$ cat config.mk
export PLATFORM = sky130hd
export DESIGN_NAME = mc_controller
export DESIGN_NICKNAME = d
export VERILOG_FILES = /design/src/rtl/mc_controller.sv
export SDC_FILE = /design/constraint.sdc
export NUM_CORES = 1
export LEC_CHECK = 0
export CORE_MARGIN = 2
export CORE_UTILIZATION = 42
export DETAILED_ROUTE_END_ITERATION = 10
export GPL_ROUTABILITY_DRIVEN = 0
export PLACE_DENSITY = 0.83
export SYNTH_ARGS = -nofsm -noshare
export SYNTH_HDL_FRONTEND = slang
export SYNTH_SLANG_ARGS = --single-unit
$ cat constraint.sdc
create_clock -name clk -period 3.5 [get_ports clk]
set_input_delay 0.7 -clock clk [delete_from_list [all_inputs] [get_ports clk]]
set_output_delay 0.7 -clock clk [all_outputs]
set_load 0.005 [all_outputs]
$ cat src/rtl/mc_controller.sv
// rtl/mc_controller.sv - multicycle RISC-V control FSM
// Sequences fetch/decode/execute/memory/writeback and drives datapath selects and enables.
module mc_controller (
  input  logic       clk,
  input  logic       reset_n,
  input  logic [6:0] op,
  input  logic [2:0] funct3,
  input  logic       zero,
  input  logic       mem_ready,
  output logic       pc_write,
  output logic       adr_src,
  output logic       mem_write,
  output logic       ir_write,
  output logic       reg_write,
  output logic [1:0] result_src,
  output logic [1:0] alu_src_a,
  output logic [1:0] alu_src_b,
  output logic [1:0] aluop,
  output logic [1:0] imm_src,
  output logic       illegal
);

  localparam logic [6:0] OP_LW  = 7'b0000011;
  localparam logic [6:0] OP_SW  = 7'b0100011;
  localparam logic [6:0] OP_R   = 7'b0110011;
  localparam logic [6:0] OP_I   = 7'b0010011;
  localparam logic [6:0] OP_JAL = 7'b1101111;
  localparam logic [6:0] OP_BR  = 7'b1100011;

  typedef enum logic [3:0] {
    S_FETCH, S_DECODE, S_MEMADR, S_MEMREAD, S_MEMWB, S_MEMWRITE,
    S_EXECR, S_EXECI, S_ALUWB, S_JAL, S_BRANCH, S_HALT
  } state_t;

  state_t state, next_state;
  logic   pc_write_c, mem_write_c, ir_write_c, reg_write_c;
  logic   unused_funct3;

  assign unused_funct3 = ^funct3[2:1];

  always_ff @(posedge clk or negedge reset_n) begin
    if (!reset_n) begin
      state   <= S_FETCH;
      illegal <= 1'b0;
    end else begin
      state <= next_state;
      if (state == S_DECODE && next_state == S_HALT)
        illegal <= 1'b1;
    end
  end

  always_comb begin
    next_state  = state;
    pc_write_c  = 1'b0;
    adr_src     = 1'b0;
    mem_write_c = 1'b0;
    ir_write_c  = 1'b0;
    reg_write_c = 1'b0;
    result_src  = 2'b00;
    alu_src_a   = 2'b00;
    alu_src_b   = 2'b00;
    aluop       = 2'b00;
    case (state)
      S_FETCH: begin
        alu_src_b  = 2'b10;
        result_src = 2'b10;
        ir_write_c = mem_ready;
        pc_write_c = mem_ready;
        if (mem_ready) next_state = S_DECODE;
      end
      S_DECODE: begin
        alu_src_a = 2'b01;
        alu_src_b = 2'b01;
        case (op)
          OP_LW, OP_SW: next_state = S_MEMADR;
          OP_R:         next_state = S_EXECR;
          OP_I:         next_state = S_EXECI;
          OP_JAL:       next_state = S_JAL;
          OP_BR:        next_state = S_BRANCH;
          default:      next_state = S_HALT;
        endcase
      end
      S_MEMADR: begin
        alu_src_a  = 2'b10;
        alu_src_b  = 2'b01;
        next_state = (op == OP_SW) ? S_MEMWRITE : S_MEMREAD;
      end
      S_MEMREAD: begin
        adr_src = 1'b1;
        if (mem_ready) next_state = S_MEMWB;
      end
      S_MEMWB: begin
        result_src  = 2'b01;
        reg_write_c = 1'b1;
        next_state  = S_FETCH;
      end
      S_MEMWRITE: begin
        adr_src     = 1'b1;
        mem_write_c = 1'b1;
        next_state  = S_FETCH;
      end
      S_EXECR: begin
        alu_src_a  = 2'b10;
        aluop      = 2'b10;
        next_state = S_ALUWB;
      end
      S_EXECI: begin
        alu_src_a  = 2'b10;
        alu_src_b  = 2'b01;
        aluop      = 2'b10;
        next_state = S_ALUWB;
      end
      S_ALUWB: begin
        reg_write_c = 1'b1;
        next_state  = S_FETCH;
      end
      S_JAL: begin
        alu_src_a  = 2'b01;
        alu_src_b  = 2'b10;
        pc_write_c = 1'b1;
        next_state = S_ALUWB;
      end
      S_BRANCH: begin
        alu_src_a  = 2'b10;
        aluop      = 2'b01;
        pc_write_c = zero ^ funct3[0];
        next_state = S_FETCH;
      end
      S_HALT:  next_state = S_HALT;
      default: next_state = S_FETCH;
    endcase
  end

  // Enables drop the instant reset asserts, independent of the state register.
  assign pc_write  = pc_write_c  & reset_n;
  assign mem_write = mem_write_c & reset_n;
  assign ir_write  = ir_write_c  & reset_n;
  assign reg_write = reg_write_c & reset_n;

  always_comb begin
    imm_src = 2'b00;
    case (op)
      OP_SW:   imm_src = 2'b01;
      OP_BR:   imm_src = 2'b10;
      OP_JAL:  imm_src = 2'b11;
      default: imm_src = 2'b00;
    endcase
  end

endmodule

==> metrics.md, run 1 <==
| Metric | Value |
|---|---|
| Yosys reg bits | 5 |
| Hold Path Class | flop to flop |
| Worst slew margin | a little under three quarters |
| Synth top area share | 20.9% |
| Syn nets | 94 |
| Util after Layout | 67.0% |
| Worst hold start | illegal$_DFFE_PN0P_ |
| Status | finished clean |
| Post-DR wirelength/cell | between 10 and 15 um |
| Port bufs | 27 |
| Vias in the first global route | 609 |
| Pleak | around 0.35 nW |
| DRC | 0 |
| Post-DP HPWL | 1130 um |
| Hold_buf cts | 0 |
| Setup CP Type | input pin to output port |
| Slew Limit Fails | 0 |
| H-Tree Depth | 1 |
| Clock buffer depth | 2 |
| Antenna Nets Post-Route | 0 |
| Least-Margin Pin Slew | 435 ps |
| Maximum operating frequency | 0.319 GHz |
| FF/Latch Area | around 130 um2 |
| Mapped Avg Cell Area | 7.49 um2 |
| Starting DRT DRC Count | 5 |
| Die X | 41.8 um |
| Clock Pin Slew Worst Setup and Hold Paths | 50 ps |
| Minimum clock period | 3130 ps |
| Period utilisation layout | 89.5% |
| Top cells by count, synth | nor2_1, nand2b_1, nand2_1, nor3_1 |
| Initial antenna violation count | 0 |
| Finished Layout Cells | roughly 120 |
| Routed vias/inst | ~5.6 |
| RSZ-0062 raised after global routing | no |
| Post-cts gate resize count | 0 |
| Final instance area | 882 um2 |
| Clock sink count | 5 |
| Crit path from | mem_ready |
| Net count, final | about 120 |
| CTS root buf | clkbuf_4 |
| Placed cell areas | 856 um2 |
| Pre-antenna DRT Iters | 4 |
| DP Cell Count | between 100 and 150 |
| Die extent in y | 41.8 um |
| Clock Skew | approximately 5.4 ps |
| Area leader, netlist | dfrtp_1 |
| Power Total | 564 uW |
| I/O pin count | 30 |
| Ranking of synthesized cells by area | dfrtp_1, nand2b_1, nor2_1 |
| Layout fillers | 113 |
| Largest net degree at the start of global routing | 15 |
| Grt ovf | 0 |
| Top_reg_cell synth | dfrtp_1 |
| Max_cap viols | 0 |
| Yosys cell types | 35 |
| Share of cells above drive strength 1 | 7.55% |
| Async SR Flop Fraction | between 90% and 100% |
| Setup WS post-layout | 366 ps |
| CTS Buf Count | 3 |
| First-pass GRT wire length | 2550 um |
| Warnings from Yosys | 0 |
| Post-synthesis cell area | 599 um2 |
| Worst EP arrival | roughly 2400 ps |
| Final Setup Violations | 0 |
| Row count | 13 |
| Max VDD drop | 0.000296 V |
| Final hold vios | 0 |
| TNS Setup | 0 ps |
| CTS tree | built |
| Area Overhead vs Synth | 47.2% |
| Gr usage total | between 10% and 20% |
| Starting density of the core | 45.5% |
| Seq/Total Area, Yosys | between 20% and 30% |
| Critical R2R Launch | state[1]$_DFF_PN0_ |
| Critical Path Source Type | input pin |
| Multi-input gate area | roughly 420 um2 |
| Most common cell in the netlist | nor2_1 |
| Number of synthesized flops with an enable pin | 0 |
| Post-Route WL | 1480 um |
| Clock latency at the later pin of the worst-skew pair | 250 ps |
| Cells after synthesis | 80 |
| CP endpoint kind | output port |
| Post-CTS Setup Inserts | 0 |
| CP Max Fanout | 5 |
| Dpl ws | 384 ps |
| Placeable Area | 0.00132 mm2 |
| Pwr per Cell Area | 640 mW/mm2 |
| Via Count | around 670 |
| # diodes | 0 |
| Fin Hold WS | 484 ps |
| Die Area | between 0.0015 and 0.002 mm2 |
| Worst Path Required | 2800 ps |
kinds of logic (layout without fill, tap and decap cells):
| logic type | count (synthesis) | in the layout | synth area share [%] |
|---|---|---|---|
| adders and majority gates | 1 | 1 | 1.67 |
| xor gates and xnor gates | 4 | 4 | 5.85 |
| buffers and inverters | 10 | 36 | 8.56 |
| DFF | 5 | 5 | 20.9 |
| AOI/OAI and AO/OA | 17 | 17 | 19.2 |
| and+or+nand+nor | 43 | 43 | 43.8 |
placed cells by master, fill, tap and decap left out, types with 2 or more instances in the layout:
cell             count
and3_1               3
dfrtp_1              5
o21ai_0              3
a21oi_1              5
clkdlybuf4s50_1     27
nand2b_1             8
nor2_1               9
xnor2_1              2
clkbuf_4             3
nand2_1              7
inv_1                5
nor3_1               6
xor2_1               2
layout make-up:
type,count,area share [%]
Tap cell,15,2.13
Clock buffer,4,2.98
Multi-Input combinational cell,65,47.9
Timing Repair Buffer,27,30.6
Inverter,5,2.13
Sequential cell,5,14.2
flip-flops by register name (all words and copies together) (netlist names):
register	count
state	4
illegal	1
worst max-delay path, stage by stage:
cell and delay, ps:
clkdlybuf4s50_1 590, nor2b_1 250, a22oi_1 130, nor4b_2 220, clkdlybuf4s50_1 540
path summary, 6_finish.rpt:
kind / cells after the start / endpoint / slack (ps)
max: 5 / pc_write / 370
min: 1 / illegal$_DFFE_PN0P_ / 480
max reg2reg: 3 / state[2]$_DFF_PN0_ / 1930
min reg2reg: 1 / illegal$_DFFE_PN0P_ / 480
max in group asynchronous: 1 / state[3]$_DFF_PN0_ / 2550
min in group asynchronous: 1 / illegal$_DFFE_PN0P_ / 710
layer usage:
metal / part of all wire [%] / global-route usage, %
met1: 45 / 24.1
met2: 49 / 29.4
met3: 4.7 / 3.04
met4: 1.1 / 9.03
met5: 0 / 0
power by group:
part	total, mW	internal (mW)	switching, mW
combinational	0.353	0.194	0.159
clock	0.0680	0.0432	0.0248
sequential	0.144	0.0774	0.0662
total	0.564	0.314	0.250
Power figures use the tool's default switching activity.
==> run 2: changes to the inputs <==
--- a/config.mk
+++ b/config.mk
@@ -5,6 +5,7 @@
 export SDC_FILE = /design/constraint.sdc
 export NUM_CORES = 1
 export LEC_CHECK = 0
+export CAP_MARGIN = 20
 export CORE_MARGIN = 2
 export CORE_UTILIZATION = 42
 export DETAILED_ROUTE_END_ITERATION = 10
==> results of run 2 <==
The final DEF is identical to that of run 1; final timing and power are the same.
